$ cat config.mk
export PLATFORM = sky130hd
export DESIGN_NAME = csa42_accum
export DESIGN_NICKNAME = d
export VERILOG_FILES = /design/src/rtl/csa42_accum.sv
export SDC_FILE = /design/constraint.sdc
export NUM_CORES = 1
export LEC_CHECK = 0
export BUFFER_PORTS_ARGS = -buffer_cell sky130_fd_sc_hd__buf_2
export CAP_MARGIN = 20
export CORE_MARGIN = 2
export CORE_UTILIZATION = 55
export DETAILED_ROUTE_END_ITERATION = 8
export PLACE_DENSITY = 0.79
export SLEW_MARGIN = 40
export SYNTH_ARGS = -nofsm -noshare
export SYNTH_HDL_FRONTEND = slang
export SYNTH_SLANG_ARGS = --single-unit
$ cat constraint.sdc
create_clock -name clk -period 3.23 [get_ports clk]
set_input_delay 0.646 -clock clk [delete_from_list [all_inputs] [get_ports clk]]
set_output_delay 0.646 -clock clk [all_outputs]
set_load 0.05 [all_outputs]
$ cat src/rtl/csa42_accum.sv
// csa42_accum: streaming four-operand accumulator.
// Each accepted beat is folded into a redundant (sum, carry) state through two
// cascaded 4:2 carry-save stages, so the loop has no carry propagation. On the
// last beat of a frame the state is resolved once by a carry-propagate add and
// offered on a valid/ready output port.
// Optional feature macro: CSA42_ACCUM_BEATCNT_EN adds out_beats, the number of
// beats accepted in the frame (saturating at 16'hFFFF).
module csa42_accum #(
  parameter int DW = 16,
  parameter int AW = 24
) (
  input  logic          clk,
  input  logic          nreset,
  input  logic          clear,
  input  logic          in_valid,
  output logic          in_ready,
  input  logic          in_last,
  input  logic [DW-1:0] in0,
  input  logic [DW-1:0] in1,
  input  logic [DW-1:0] in2,
  input  logic [DW-1:0] in3,
  output logic          out_valid,
  input  logic          out_ready,
`ifdef CSA42_ACCUM_BEATCNT_EN
  output logic [15:0]   out_beats,
`endif
  output logic [AW-1:0] out_sum
);

  localparam logic [1:0] ST_ACC = 2'd0;
  localparam logic [1:0] ST_RES = 2'd1;
  localparam logic [1:0] ST_OUT = 2'd2;

  // Bitwise majority of three vectors (full-adder carry before the shift).
  function automatic logic [AW-1:0] maj3(input logic [AW-1:0] a,
                                         input logic [AW-1:0] b,
                                         input logic [AW-1:0] c);
    return (a & b) | (a & c) | (b & c);
  endfunction

  // 4:2 compressor built from two 3:2 layers with zero carry-in; returns
  // {sum, carry}. Carries are shifted left and bits above AW are dropped.
  function automatic logic [2*AW-1:0] csa42(input logic [AW-1:0] a,
                                            input logic [AW-1:0] b,
                                            input logic [AW-1:0] c,
                                            input logic [AW-1:0] d);
    logic [AW-1:0] s1;
    logic [AW-1:0] m1;
    logic [AW-1:0] c1;
    logic [AW-1:0] s2;
    logic [AW-1:0] m2;
    logic [AW-1:0] c2;
    s1 = a ^ b ^ c;
    m1 = maj3(a, b, c);
    c1 = {m1[AW-2:0], 1'b0};
    s2 = s1 ^ c1 ^ d;
    m2 = maj3(s1, c1, d);
    c2 = {m2[AW-2:0], 1'b0};
    return {s2, c2};
  endfunction

  logic [1:0]      state_q, state_d;
  logic [AW-1:0]   s_q, s_d;
  logic [AW-1:0]   c_q, c_d;
  logic [AW-1:0]   sum_q, sum_d;
  logic            valid_q, valid_d;
  logic            accept_s;
  logic [2*AW-1:0] stage_a_s;
  logic [2*AW-1:0] stage_b_s;
`ifdef CSA42_ACCUM_BEATCNT_EN
  logic [15:0]     cnt_q, cnt_d;
  logic [15:0]     beats_q, beats_d;
`endif

  assign in_ready  = (state_q == ST_ACC);
  assign accept_s  = in_valid & in_ready;
  assign out_valid = valid_q;
  assign out_sum   = sum_q;
`ifdef CSA42_ACCUM_BEATCNT_EN
  assign out_beats = beats_q;
`endif

  // Two-stage carry-save reduction: operands first, then merge with state.
  always_comb begin
    stage_a_s = csa42({{(AW-DW){1'b0}}, in0}, {{(AW-DW){1'b0}}, in1},
                      {{(AW-DW){1'b0}}, in2}, {{(AW-DW){1'b0}}, in3});
    stage_b_s = csa42(s_q, c_q, stage_a_s[2*AW-1:AW], stage_a_s[AW-1:0]);
  end

  // Next-state logic: clear overrides everything, then the ACC/RES/OUT FSM.
  always_comb begin
    state_d = state_q;
    s_d     = s_q;
    c_d     = c_q;
    sum_d   = sum_q;
    valid_d = valid_q;
`ifdef CSA42_ACCUM_BEATCNT_EN
    cnt_d   = cnt_q;
    beats_d = beats_q;
`endif
    if (clear) begin
      // Flush: result register keeps its last value, pending result is dropped.
      state_d = ST_ACC;
      s_d     = {AW{1'b0}};
      c_d     = {AW{1'b0}};
      valid_d = 1'b0;
`ifdef CSA42_ACCUM_BEATCNT_EN
      cnt_d   = 16'd0;
`endif
    end else begin
      case (state_q)
        ST_ACC: begin
          if (accept_s) begin
            s_d = stage_b_s[2*AW-1:AW];
            c_d = stage_b_s[AW-1:0];
`ifdef CSA42_ACCUM_BEATCNT_EN
            if (cnt_q != 16'hFFFF) begin
              cnt_d = cnt_q + 16'd1;
            end else begin
              cnt_d = cnt_q;
            end
`endif
            if (in_last) begin
              state_d = ST_RES;
            end else begin
              state_d = ST_ACC;
            end
          end else begin
            state_d = ST_ACC;
          end
        end
        ST_RES: begin
          // Single carry-propagate resolve per frame; carry-out is dropped.
          sum_d   = s_q + c_q;
          valid_d = 1'b1;
          state_d = ST_OUT;
`ifdef CSA42_ACCUM_BEATCNT_EN
          beats_d = cnt_q;
`endif
        end
        ST_OUT: begin
          if (out_ready) begin
            valid_d = 1'b0;
            s_d     = {AW{1'b0}};
            c_d     = {AW{1'b0}};
            state_d = ST_ACC;
`ifdef CSA42_ACCUM_BEATCNT_EN
            cnt_d   = 16'd0;
`endif
          end else begin
            state_d = ST_OUT;
          end
        end
        default: begin
          state_d = ST_ACC;
          valid_d = 1'b0;
          s_d     = {AW{1'b0}};
          c_d     = {AW{1'b0}};
        end
      endcase
    end
  end

  // State registers with asynchronous active-low reset.
  always_ff @(posedge clk or negedge nreset) begin
    if (!nreset) begin
      state_q <= ST_ACC;
      s_q     <= {AW{1'b0}};
      c_q     <= {AW{1'b0}};
      sum_q   <= {AW{1'b0}};
      valid_q <= 1'b0;
`ifdef CSA42_ACCUM_BEATCNT_EN
      cnt_q   <= 16'd0;
      beats_q <= 16'd0;
`endif
    end else begin
      state_q <= state_d;
      s_q     <= s_d;
      c_q     <= c_d;
      sum_q   <= sum_d;
      valid_q <= valid_d;
`ifdef CSA42_ACCUM_BEATCNT_EN
      cnt_q   <= cnt_d;
      beats_q <= beats_d;
`endif
    end
  end

endmodule

[After elaboration in Yosys (flattened, before gate mapping)]
Index checks and enable logic that the tools add are counted.
Word-level totals
  flip-flop bits (word level): 75
  input port bits: 70
  output and inout bits: 26
Operators by class
  add/sub/neg operators: 1
  equal/unequal tests: 6
  muxes and demuxes: 15
  bitwise logic cells: 30
  reduce and logical (&&, ||, !) cells: 4
Operators with widths (number)
  case mux 24 bit (3 select lines): 2
  2-to-1 mux 24 bit: 5
  bitwise OR 23 bit: 4
  bitwise AND 16 bit: 4
  XOR 24 bit: 2
  bitwise AND 23 x 17 -> 23 bit: 2
  bitwise AND 23 x 18 -> 23 bit: 2
  bitwise AND 23 bit: 2
  bitwise OR 16 bit: 2
  XOR 16 bit: 2
  adder 24 bit: 1
  XOR 24 x 17 -> 24 bit: 1
  XOR 24 x 18 -> 24 bit: 1
  bitwise AND 16 x 17 -> 17 bit: 1
  bitwise AND 17 x 16 -> 17 bit: 1
  bitwise OR 17 x 16 -> 17 bit: 1
  bitwise OR 17 bit: 1
  XOR 16 x 17 -> 17 bit: 1
  XOR 17 x 16 -> 17 bit: 1
  2-to-1 mux 2 bit: 3
  case mux 2 bit (3 select lines): 1
  inequality test 2 bit, second input constant: 2
  AND reduction 2 bit: 2
  2-to-1 mux 1 bit: 3
  9 further kinds: 9

[Longest topological paths before layout]
  depth after elaboration: 14
  gate-level depth with buffers: 8
  mapped depth without buffers: 8

[Worst setup path after synthesis]
OpenSTA, ideal clock, no wires.
  kind: input -> register
  start: input port in0[3]
  end: register s_q[3]
  arrival time: 2.739 ns
  data required time: 3.100 ns
  setup slack: 0.361 ns
  cell stages on the path: 6
  path buffers: 0
  cells stage by stage: fa_1 -> fa_1 -> inv_1 -> fa_1 -> fa_1 -> o21ai_0
On the way
  longest elaborated chain between the ends: 10
RTL lines
  start: declaration: RTL line 18  | input logic [DW-1:0] in0,
  XOR 16 bit (2 in a row): RTL line 53  | s1 = a ^ b ^ c;
  XOR 16 x 17 -> 17 bit: RTL line 56  | s2 = s1 ^ c1 ^ d;
  XOR 17 x 16 -> 17 bit: RTL line 56
  XOR 24 x 17 -> 24 bit: RTL line 53
  XOR 24 bit: RTL line 56
  XOR 24 x 18 -> 24 bit: RTL line 56
  2-to-1 mux 24 bit: RTL line 113  | if (accept_s) begin
  case mux 24 bit (3 select lines): RTL line 111  | case (state_q)
  2-to-1 mux 24 bit: RTL line 101  | if (clear) begin
  end signal: assignment: RTL line 168  | s_q <= {AW{1'b0}};
  end: declaration: RTL line 63  | logic [AW-1:0] s_q, s_d;
Every way passes these cells. The select of a mux whose other input is x is not followed.
A chain may end at the register's enable or synchronous reset.

[Final worst setup path]
Ends and elaborated chain as after synthesis.

==> results.sh <==
export IMPL_status="completed"
export IMPL_synth_area_per_cell_um2=10.1
export IMPL_crit_top_cell="sky130_fd_sc_hd__fa_1"
export IMPL_postSynthRegisterBits=73
export IMPL_timing_critical_path_from="in0[3]"
export IMPL_power_per_cell_area_nw_per_um2=638
export IMPL_rsz0062_at_grt="no"
export IMPL_finalHoldViolCount=0
export IMPL_num_rows=36
export IMPL_synthArstFlopShare_pct=100
export IMPL_cts_clk_slew_worst_paths_ns=0.08
export IMPL_worstHoldPathType="in -> async"
export IMPL_synth_sequential_area_ratio_pct=33.4
export IMPL_reg_to_reg_startpoint="c_q[2]"
export IMPL_clock_insertion_delay_worst_skew_ns=0.35
export IMPL_period_minus_slack_ns=2.70
export IMPL_sequence_of_cells_on_the_critical_path="buf_2, fa_1, fa_1, inv_1, fa_1, fa_1, o21ai_0"
export IMPL_drt_iter0_markers=202
export IMPL_synth_top_cells_by_count="sky130_fd_sc_hd__inv_1, sky130_fd_sc_hd__nand2_1, sky130_fd_sc_hd__dfrtp_1"
export IMPL_dieWidth_um=104
export IMPL_iteration_count_of_the_initial_detailed_routing_pass=5
export IMPL_ir_drop_v=0.000334
export IMPL_slew_viol_final=0
export IMPL_yosys_warnings=0
export IMPL_grt_pass1_vias=4365
export IMPL_power_mw=4.01
export IMPL_static_leakage_power_nw=3.03
export IMPL_path_class="in -> reg"
export IMPL_portBuffers=95
export IMPL_cts_htree_levels=3
export IMPL_detail_route_vias_per_cell=5.45
export IMPL_crit_path_end_kind="flop"
export IMPL_via_count=4199
export IMPL_antenna_violating_nets_post_route=0
export IMPL_max_slew_margin_rel_pct=60.6
export IMPL_synth_edf_count=0
export IMPL_worst_pin_slew_ns=0.584
export IMPL_dpl_hpwl_um=8590
export IMPL_layout_drive_gt1_share_pct=18.8
export IMPL_critical_path_required_ns=3.45
export IMPL_finalWeightedCongestion=0.870
export IMPL_netlist_top_cells_area="sky130_fd_sc_hd__dfrtp_1, sky130_fd_sc_hd__fa_1, sky130_fd_sc_hd__ha_1"
export IMPL_core_area_um2=9680
export IMPL_yosys_cell_count_top_type="sky130_fd_sc_hd__inv_1"
export IMPL_startpoint_type_of_the_worst_setup_path="primary input"
export IMPL_effective_utilization_at_floorplan_pct=56.4
export IMPL_fmaxAchievable_ghz=0.370
export IMPL_finalCritPeriodShare_pct=83.7
export IMPL_post_cts_buffers=0
export IMPL_cts_root_to_sink_buffers=2
export IMPL_synth_flop_cell="sky130_fd_sc_hd__dfrtp_1"
export IMPL_global_route_overflow_total=0
export IMPL_syn_cell_area_um2=5460
export IMPL_grt_pass1_wl_um=19900
export IMPL_critical_path_max_fanout=1
export IMPL_critPathArrivalTime_ns=2.93
export IMPL_antennaDiodeCount=0
export IMPL_drt_wl_total_um=11200
export IMPL_die_height_um=104
export IMPL_synth_cell_types=46
export IMPL_routed_wire_length_per_instance_um=14.5
export IMPL_cts_buffers=9
export IMPL_maximum_number_of_pins_on_one_net_before_global_route_repair=52
export IMPL_cp_slowest_stage_delay_ns=0.54
export IMPL_synth_largest_type_area_fraction_pct=33.4
export IMPL_setup_viol_count_final=0
export IMPL_antenna_found_initial=0
export IMPL_cap_viol_max_count=0
export IMPL_clkSinkCount=73
export IMPL_fin_nets=801
export IMPL_drcViolationCount=0
export IMPL_post_cts_resized=0
export IMPL_mappedNetlistNets=709
export IMPL_postSynthCellCount=541
export IMPL_critical_path_slowest_cell="sky130_fd_sc_hd__fa_1"
export IMPL_area_grow_syn2layout_pct=15.1
export IMPL_totalNegativeSetupSlack_ns=0
export IMPL_ctsHoldBuffers=0
export IMPL_setup_slack_of_the_worst_register_to_register_path_ns=0.55
export IMPL_die_area_um2=10700
export IMPL_cts_root_buf="sky130_fd_sc_hd__clkbuf_8"
export IMPL_grt_usage_pct=22.5
export IMPL_io_pins=96
export IMPL_synth_largest_area_cell="sky130_fd_sc_hd__dfrtp_1"
export IMPL_worst_clock_skew_ns=0.0127
export IMPL_tritoncts_clock_tree="done"
## metrics by stage
stage	setup WS (ns)	cells	utilization, %	hold WS, ns	area (um^2)
floorplan	0.361	541	-	0.350	5460
global placement	0.159	755	62.8	0.458	6080
detailed placement	0.150	755	62.8	0.467	6080
CTS	0.519	771	64.8	0.384	6280
global route	0.406	771	64.9	0.251	6280
finish	0.525	771	64.9	0.227	6280
## worst max-delay path, delay by kind of cell
family | cells | cell delay [ns]
buffers and inverters | 2 | 0.16
adders and majority gates | 4 | 2.04
AOI/OAI and AO/OA | 1 | 0.08
## placed cells by master, fill, tap and decap left out, types with 5 or more instances in the layout
cell type,synthesis,layout
sky130_fd_sc_hd__buf_2,0,94
sky130_fd_sc_hd__dfrtp_1,73,73
sky130_fd_sc_hd__a21oi_1,15,14
sky130_fd_sc_hd__a22o_1,12,12
sky130_fd_sc_hd__clkbuf_8,0,10
sky130_fd_sc_hd__o21ai_0,54,54
sky130_fd_sc_hd__fa_1,68,68
sky130_fd_sc_hd__nor3_1,11,11
sky130_fd_sc_hd__a21o_1,7,7
sky130_fd_sc_hd__o21a_1,5,5
sky130_fd_sc_hd__nor2_1,12,11
sky130_fd_sc_hd__a31oi_1,6,6
sky130_fd_sc_hd__xnor2_1,5,5
sky130_fd_sc_hd__nand3_1,10,10
sky130_fd_sc_hd__xor2_1,7,7
sky130_fd_sc_hd__ha_1,30,30
sky130_fd_sc_hd__inv_1,77,77
sky130_fd_sc_hd__nand2_1,75,75
## routing by layer
metal	GRT usage [%]	share of wire (%)
met1	29.8	44
met2	38.4	49
met3	2.83	4.6
met4	8.40	2.3
met5	0	0
## worst paths after layout
check,endpoint,depth (start not counted)
setup / recovery,s_q[3],7
hold / removal,s_q[5],1
setup reg to reg,out_sum[22],7
hold reg to reg,out_sum[8],2
max in group asynchronous,c_q[18],2
min in group clk,out_sum[8],2
## cells by family after synthesis
group / after synthesis / synth area share (%)
AO/OA/AOI/OAI: 124 / 14.4
XOR/XNOR: 12 / 1.92
adder cells (fa/ha/maj): 98 / 31.8
buffers and inverters: 94 / 6.60
flip-flops: 73 / 33.4
AND/OR/NAND/NOR: 140 / 11.9
## flip-flops by register name (all words and copies together) (netlist names)
signal and cells:
out_sum 24, s_q 24, c_q 22, state_q 2
out_valid 1
## power breakdown
group / internal [mW] / total, mW / switching (mW)
Sequential: 1.14 / 1.33 / 0.186
Combinational: 0.714 / 1.96 / 1.25
Clock: 0.375 / 0.720 / 0.344
Total: 2.23 / 4.01 / 1.78
## layout make-up
type | count | area [um^2]
fillers | 777 | 3400
multi-input cells | 374 | 3290
clock inverters | 5 | 55.1
clock buffers | 11 | 141
well taps | 133 | 166
repair buffers | 98 | 513
inverters | 77 | 289
flip-flops and latches | 73 | 1830
Note: power is estimated with default switching activity, not from simulation.
